## src/rtl/blur_window_ctrl.sv

```systemverilog
// Sequencer for the 4x4 box-blur datapath: qualifies video beats, drives the shift enable,
// tracks pixel coordinates and flags malformed frames, one cycle ahead of the output mux.
module blur_window_ctrl #(
    parameter int IMAGE_W = 640,
    parameter int IMAGE_H = 480,
    parameter int TAPS    = 4
) (
    input  logic        clk,
    input  logic        reset_n,
    input  logic        sop,
    input  logic        eop,
    input  logic        in_valid,
    input  logic        packet_video,
    input  logic        blur_enable,
    output logic        shift_en,
    output logic        out_valid,
    output logic        use_blur,
    output logic [10:0] x_out,
    output logic [9:0]  y_out,
    output logic        frame_done,
    output logic        err_short,
    output logic        err_long
);

    typedef enum logic [1:0] {IDLE, ACTIVE, DISCARD} state_t;

    localparam logic [10:0] XMAX = 11'(IMAGE_W - 1);
    localparam logic [9:0]  YMAX = 10'(IMAGE_H - 1);
    localparam logic [10:0] XTAP = 11'(TAPS - 1);
    localparam logic [9:0]  YTAP = 10'(TAPS - 1);

    state_t      state_q, state_d;
    logic [10:0] x_q, x_d, x_out_q, x_out_d, cur_x;
    logic [9:0]  y_q, y_d, y_out_q, y_out_d, cur_y;
    logic        blur_en_q, blur_en_d, long_seen_q, long_seen_d;
    logic        out_valid_q, out_valid_d, use_blur_q, use_blur_d;
    logic        frame_done_q, frame_done_d, err_short_q, err_short_d, err_long_q, err_long_d;
    logic        beat, accept, restart, cur_blur, last_pix;

    always_comb begin
        beat     = in_valid & packet_video;
        accept   = beat & ((state_q == ACTIVE) | sop);
        restart  = accept & sop;
        cur_x    = restart ? 11'd0 : x_q;
        cur_y    = restart ? 10'd0 : y_q;
        cur_blur = restart ? blur_enable : blur_en_q;
        last_pix = (cur_x == XMAX) && (cur_y == YMAX);

        state_d      = state_q;
        x_d          = x_q;
        y_d          = y_q;
        blur_en_d    = blur_en_q;
        long_seen_d  = long_seen_q;
        out_valid_d  = accept;
        x_out_d      = x_out_q;
        y_out_d      = y_out_q;
        use_blur_d   = 1'b0;
        frame_done_d = 1'b0;
        err_short_d  = 1'b0;
        err_long_d   = 1'b0;

        if (accept) begin
            blur_en_d   = cur_blur;
            x_out_d     = cur_x;
            y_out_d     = cur_y;
            use_blur_d  = cur_blur & (cur_x >= XTAP) & (cur_y >= YTAP);
            err_short_d = sop & (state_q == ACTIVE);
            if (last_pix) begin
                x_d = '0;
                y_d = '0;
                if (eop) begin
                    frame_done_d = 1'b1;
                    state_d      = IDLE;
                end else begin
                    long_seen_d = 1'b0;
                    state_d     = DISCARD;
                end
            end else if (eop) begin
                err_short_d = 1'b1;
                x_d         = '0;
                y_d         = '0;
                state_d     = IDLE;
            end else begin
                state_d = ACTIVE;
                if (cur_x == XMAX) begin
                    x_d = '0;
                    y_d = cur_y + 10'd1;
                end else begin
                    x_d = cur_x + 11'd1;
                    y_d = cur_y;
                end
            end
        end else if (beat && (state_q == DISCARD)) begin
            // Only the first overrun beat of a frame reports err_long.
            if (!long_seen_q) begin
                err_long_d  = 1'b1;
                long_seen_d = 1'b1;
            end
            if (eop) begin
                state_d = IDLE;
            end
        end
    end

    always_ff @(posedge clk or negedge reset_n) begin
        if (!reset_n) begin
            state_q      <= IDLE;
            x_q          <= '0;
            y_q          <= '0;
            blur_en_q    <= 1'b0;
            long_seen_q  <= 1'b0;
            out_valid_q  <= 1'b0;
            use_blur_q   <= 1'b0;
            x_out_q      <= '0;
            y_out_q      <= '0;
            frame_done_q <= 1'b0;
            err_short_q  <= 1'b0;
            err_long_q   <= 1'b0;
        end else begin
            state_q      <= state_d;
            x_q          <= x_d;
            y_q          <= y_d;
            blur_en_q    <= blur_en_d;
            long_seen_q  <= long_seen_d;
            out_valid_q  <= out_valid_d;
            use_blur_q   <= use_blur_d;
            x_out_q      <= x_out_d;
            y_out_q      <= y_out_d;
            frame_done_q <= frame_done_d;
            err_short_q  <= err_short_d;
            err_long_q   <= err_long_d;
        end
    end

    // State resets to IDLE where sop alone would accept, so gate with reset explicitly.
    assign shift_en   = reset_n & accept;
    assign out_valid  = out_valid_q;
    assign use_blur   = use_blur_q;
    assign x_out      = x_out_q;
    assign y_out      = y_out_q;
    assign frame_done = frame_done_q;
    assign err_short  = err_short_q;
    assign err_long   = err_long_q;

endmodule
```

## config.mk

```make
export PLATFORM = sky130hd
export DESIGN_NAME = blur_window_ctrl
export DESIGN_NICKNAME = d
export VERILOG_FILES = /design/src/rtl/blur_window_ctrl.sv
export SDC_FILE = /design/constraint.sdc
export NUM_CORES = 1
export LEC_CHECK = 0
export BUFFER_PORTS_ARGS = -buffer_cell sky130_fd_sc_hd__buf_2
export CORE_AREA = 2 2 62 78
export CTS_CLUSTER_DIAMETER = 40
export DETAILED_ROUTE_END_ITERATION = 8
export DIE_AREA = 0 0 64 80
export PLACE_DENSITY = 0.84
export SETUP_SLACK_MARGIN = 0.1
export SKIP_LAST_GASP = 1
export SYNTH_ARGS = -nofsm -noshare
export SYNTH_HDL_FRONTEND = slang
export SYNTH_SLANG_ARGS = --single-unit
```

## constraint.sdc

```tcl
create_clock -name clk -period 3.5 [get_ports clk]
set_input_delay 0.35 -clock clk [delete_from_list [all_inputs] [get_ports clk]]
set_output_delay 0.35 -clock clk [all_outputs]
set_load 0.03 [all_outputs]
```

* Yosys cells after proc, flatten, opt, wreduce, memory -nomap -nowiden *
Index checks and enable logic that the tools add are counted.

cells by class
  add/subtract/negate cells = 2
  order comparisons = 2
  equality and inequality tests = 6
  multiplexer cells = 29
  bitwise gates (word level) = 8
  reductions and logical operators = 6

operator list
  kind                     number
  $mux W11                 4
  $mux W10                 4
  $mux W1                  16
  $add A11 B1 Y11 const B  1
  $eq A11 B10 Y1 const B   1
  $ge A11 B2 Y1 const B    1
  $add A10 B1 Y10 const B  1
  $eq A10 B9 Y1 const B    1
  $ge A10 B2 Y1 const B    1
  $mux W2                  5
  $and A1 B1 Y1            7
  $reduce_bool A2 Y1       2
  $reduce_and A3 Y1        1
  $eq A2 B1 Y1 const B     1
  $eq A2 B2 Y1 const B     1
  $logic_and A1 B1 Y1      2
  $ne A2 B1 Y1 const B     1
  $ne A2 B2 Y1 const B     1
  $reduce_and A2 Y1        1
  $or A1 B1 Y1             1

storage, ports and cells
  register bits after elaboration = 51
  output and inout bits = 27
  logic and storage cells = 65

* Logic depth before layout (Yosys ltp) *
  depth in word-level cells = 9
  gate-level depth with buffers = 12
  gate-level depth less buffers = 9

* Worst setup path after synthesis *
No wires, ideal clock.

  path type = in2reg
  from = input port sop
  to = register x_q[8]
  data arrival time = 2.650 ns
  data required time = 3.364 ns
  slack = 0.713 ns
  cell stages on the path = 12
  path through = buf_6 nand3_1 clkbuf_1 clkbuf_1 and2_1 ha_1 nand3_1 or4_1 buf_2 o21ai_0 or3_1 a31oi_1

between the ends
  word-level cells in the longest chain between the ends = 8

ends and longest elaborated chain
  what                                                      RTL line    source
  from (decl)                                               10          input logic sop,
  $or A1 B1 Y1                                              42          accept = beat & ((state_q == ACTIVE) | sop);
  $and A1 B1 Y1                                             42
  $and A1 B1 Y1 (*)                                         43          restart = accept & sop;
  $mux W11 (*)                                              44          cur_x = restart ? 11'd0 : x_q;
  via cur_x[1]                                              33          logic [10:0] x_q, x_d, x_out_q, x_out_d, cur_x;
  $add A11 B1 Y11 / $eq A11 B10 Y1 (equally long branches)  89, 47, 85
  $mux W11                                                  85          if (cur_x == XMAX) begin
  $mux W11                                                  78          end else if (eop) begin
  $mux W11 (*)                                              68          if (last_pix) begin
  to (signal assigned)                                      108         x_q <= '0;
  to (signal assigned)                                      121         x_q <= x_d;
  to (decl)                                                 33

Mark *: on every way through the listed nets, which the timed path passes. The rest lies on a longest branch.
A chain may end at the register's enable or synchronous reset.

* Worst setup path after layout *
  from = register state_q[0]
  to = output port shift_en

between the ends
  word-level cells in the longest chain between the ends = 4

ends and longest elaborated chain
  what                    RTL line  source
  from (decl)             32        state_t state_q, state_d;
  from (signal assigned)  120       state_q <= state_d;
  $eq A2 B1 Y1            42
  $or A1 B1 Y1            42
  $and A1 B1 Y1           42
  via accept              38        logic beat, accept, restart, cur_blur, last_pix;
  $and A1 B1 Y1           136       assign shift_en = reset_n & accept;
  to (decl)               15        output logic shift_en,

The timed path passes the listed nets, and every way through them passes these cells.

==> flow_summary_export.csv <==
group,metric,value,unit
global_route,grt_max_degree,52,
timing,setup_viol,0,
finish,final_area,2900,um2
clock_tree,clkSlewWorstSetupHoldPaths,0.08,ns
global_route,grt_overflow,0,
clock_tree,postCtsHoldBufs,0,
yosys,syn_area_per_cell,8.70,um2
finish,final.fill_count,346,
yosys,ys_warn_count,0,
timing,post-route-min-period,2.59,ns
finish,layout_common_cells,"67 x nand2_1, 51 x dfrtp_1, 33 x buf_2",
power_and_ir_drop,p_per_area,390,nW/um2
timing,final_hold_viol_count,0,
finish,layout_commonest_cell,"nand2_1",
power_and_ir_drop,vdd_drop_max,248,uV
power_and_ir_drop,p_sw_share,25.0,%
worst_setup_path,timing.rr.end,"x_q[2]",
worst_setup_path,crit_end,"shift_en",
global_route,grt_pass1_vias,2270,
placement,post_dp_cell_area,2800,um2
yosys,synth_fp_nets,309,
placement,hpwl,4.17,mm
worst_setup_path,path_class,"flop to primary output",
worst_setup_path,crit_chain,"inv_1 -> nor3_2 -> buf_4 -> nor2_1 -> inv_1 -> and2_1 -> buf_2",
global_route,gr-usage-met1,33.8,%
finish,fin_util,66.6,%
worst_setup_path,required,3.15,ns
finish,nets,334,
routing,ant_nets,0,
global_route,grt_pass1_wl,10.7,mm
timing,fin_crit_sh,73.9,%
routing,drtPass1Iterations,5,
timing,rsz0062_at_grt,"no",
yosys,postSynth.asyncResetShare,100,%
global_route,use_met2,44.5,%
worst_setup_path,crit_path_top_delay_cell,"nor2_1",
worst_setup_path,r2r_cells,7,
timing,maxSlewViolCount,0,
power_and_ir_drop,pwr-share-comb,10.8,%
routing,drc,0,
timing,setup_tns,0,ns
global_route,use_met3,4.51,%
finish,antenna_cells,0,
die,die_h,80,um
routing,routed-via-count,2421,
yosys,synth_edf_count,0,
timing,clock_skew,0.00629,ns
timing,fmaxAchievable,387,MHz
clock_tree,clk_latency,0.30,ns
clock_tree,cts_inserted_buffers,5,
worst_setup_path,reg2reg_slack,1.02,ns
worst_setup_path,crit_fanout,26,
power_and_ir_drop,p_sw,283,uW
yosys,ys_seq_elements,51,
timing,hold-worst-slack,0.154,ns
worst_setup_path,max_stage_delay,0.48,ns
timing,tightest_slew,0.764,ns
clock_tree,cts_setup_buffers,0,
routing,viasPerCell,6.32,
worst_setup_path,end_kind,"primary output",
worst_setup_path,cp-startpoint,"state_q[0]",
die,start_util,59.9,%
yosys,synthTopCellsByArea,"dfrtp_1 49%, nand2_1 9.6%, a21oi_1 6.1%, nand3_1 2.5%, o21ai_0 2.5%",
worst_setup_path,arrival,2.24,ns
run_status,status,"finished, final reports clean",
placement,port_buffers,33,
clock_tree,cts_sinks,51,
die,core_area,4360,um2
yosys,ys.flop_type,"dfrtp_1",
power_and_ir_drop,clockPowerShare,34.7,%
routing,totalWireLength,6.24,mm
power_and_ir_drop,intPower,848,uW
die,die_area,5120,um2
power_and_ir_drop,totalPowerFinal,1.13,mW
die,die_w,64,um
die,rows,27,
clock_tree,h-tree-depth,2,
die,io_pins,34,
flow_run,max-cap-violations,0,
global_route,grt_usage,26.8,%
yosys,yosysUniqueCellTypes,47,
worst_setup_path,cp-start-kind,"flop",
routing,drtIter0Drc,237,
worst_setup_path,path_common_cell,"inv_1",
global_route,grt.busiest_layer,"met2",
timing,slew_headroom,48.4,%
placement,place_congestion,0.925,
yosys,syn_inst,300,
clock_tree,cts-root-buf,"clkbuf_8",
yosys,syn_area,2610,um2
clock_tree,cts_tree,"yes",
worst_hold_path,hold_class,"input port to async pin",
power_and_ir_drop,leakagePower,1.32,nW
yosys,synth_top_area_cell,"dfrtp_1",
global_route,antenna_found_initial,0,
finish,synthToLayoutAreaGrowth,11.1,%
clock_tree,cts.path.max_buffers,2,
clock_tree,cts-resized-gates,0,
yosys,yosysSeqAreaShare,48.9,%
yosys,synth_top_area_share,48.9,%
finish,drive_above_1_share,15.1,%
routing,wl_per_cell,16.3,um
worst_setup_path,r2r_start,"x_q[0]",
power_and_ir_drop,pwr-share-seq,54.6,%
-- cell usage after synthesis, types with 2 or more instances --
| library cell | number |
|---|---|
| a2111oi_0 | 2 |
| a21oi_1 | 32 |
| a31oi_1 | 5 |
| and2_1 | 5 |
| and3_1 | 5 |
| buf_2 | 2 |
| buf_6 | 2 |
| clkbuf_1 | 14 |
| dfrtp_1 | 51 |
| ha_1 | 2 |
| inv_1 | 6 |
| nand2_1 | 67 |
| nand3_1 | 13 |
| nand4_1 | 10 |
| nor2_1 | 17 |
| nor2b_1 | 2 |
| nor3_1 | 6 |
| nor4_1 | 6 |
| o211ai_1 | 2 |
| o21a_1 | 2 |
| o21ai_0 | 13 |
| o41ai_1 | 4 |
| or3_1 | 6 |
| or4_1 | 3 |
-- worst max-delay path: cells and delay by family (launching register included) --
family / cells / cell delay [ns]
buffers and inverters: 4 / 0.77
and+or+nand+nor: 3 / 0.77
DFF: 1 / 0.40
-- cell families (layout without fill, tap and decap cells) --
logic type	after synthesis	in the layout	share of synthesized area (%)
AO/OA/AOI/OAI	72	72	17.2
adder cells (fa/ha/maj)	2	2	0.958
AND/OR/NAND/NOR	148	148	28.1
XOR/XNOR	1	1	0.335
flip-flops	51	51	48.9
buffers and inverters	26	51	4.46
-- cell type report --
type                       instances  area [um2]  share of cell area (%)
tap                               58        72.6                    2.50
timing repair buffer              38         203                    6.99
clock buffer                       6        72.6                    2.50
inverter                           6        22.5                   0.777
clock inverter                     1        30.0                    1.04
multi-input combinational        223        1220                    42.2
sequential                        51        1280                    44.0
-- power groups by stage --
stage	clock, mW	combinational, mW	sequential (mW)
after floorplan	0	0.0671	0.638
after global placement	0	0.121	0.629
after detailed placement	0	0.122	0.629
after CTS	0.402	0.123	0.617
after global routing	0.427	0.137	0.620
final	0.392	0.122	0.617
-- worst min-delay path by stage --
| stage | cells past startpoint | end | from |
|---|---|---|---|
| floorplan | 0 | blur_en_q | reset_n |
| global placement | 1 | err_long | long_seen_q |
| detailed placement | 1 | err_long | long_seen_q |
| CTS | 2 | x_out[0] | reset_n |
| global route | 2 | y_out[5] | reset_n |
| finish | 2 | state_q[1] | reset_n |
-- per-layer routing --
layer  wire length, um  up-vias  share of wire, %
met1              2550     1172                41
met4               163        0               2.6
li1                  -     1124                 -
met3               398       18               6.4
met2              3130      107                50
met5                 0        -                 0
-- through the flow --
step           worst slack (ns)  std cells
2_1_floorplan             0.713        300
3_3_place_gp              0.868        376
3_5_place_dp              0.778        376
4_1_cts                   0.942        383
5_1_grt                   0.778        383
6_report                  0.913        383
-- state kept, by name, summed over array words and instances (netlist names) --
name and cells:
blur_en_q 1, err_long 1, err_short 1, frame_done 1
long_seen_q 1, out_valid 1, state_q 2, use_blur 1
x_out 11, x_q 11, y_out 10, y_q 10
No activity file was read; power rests on OpenSTA's default activity.
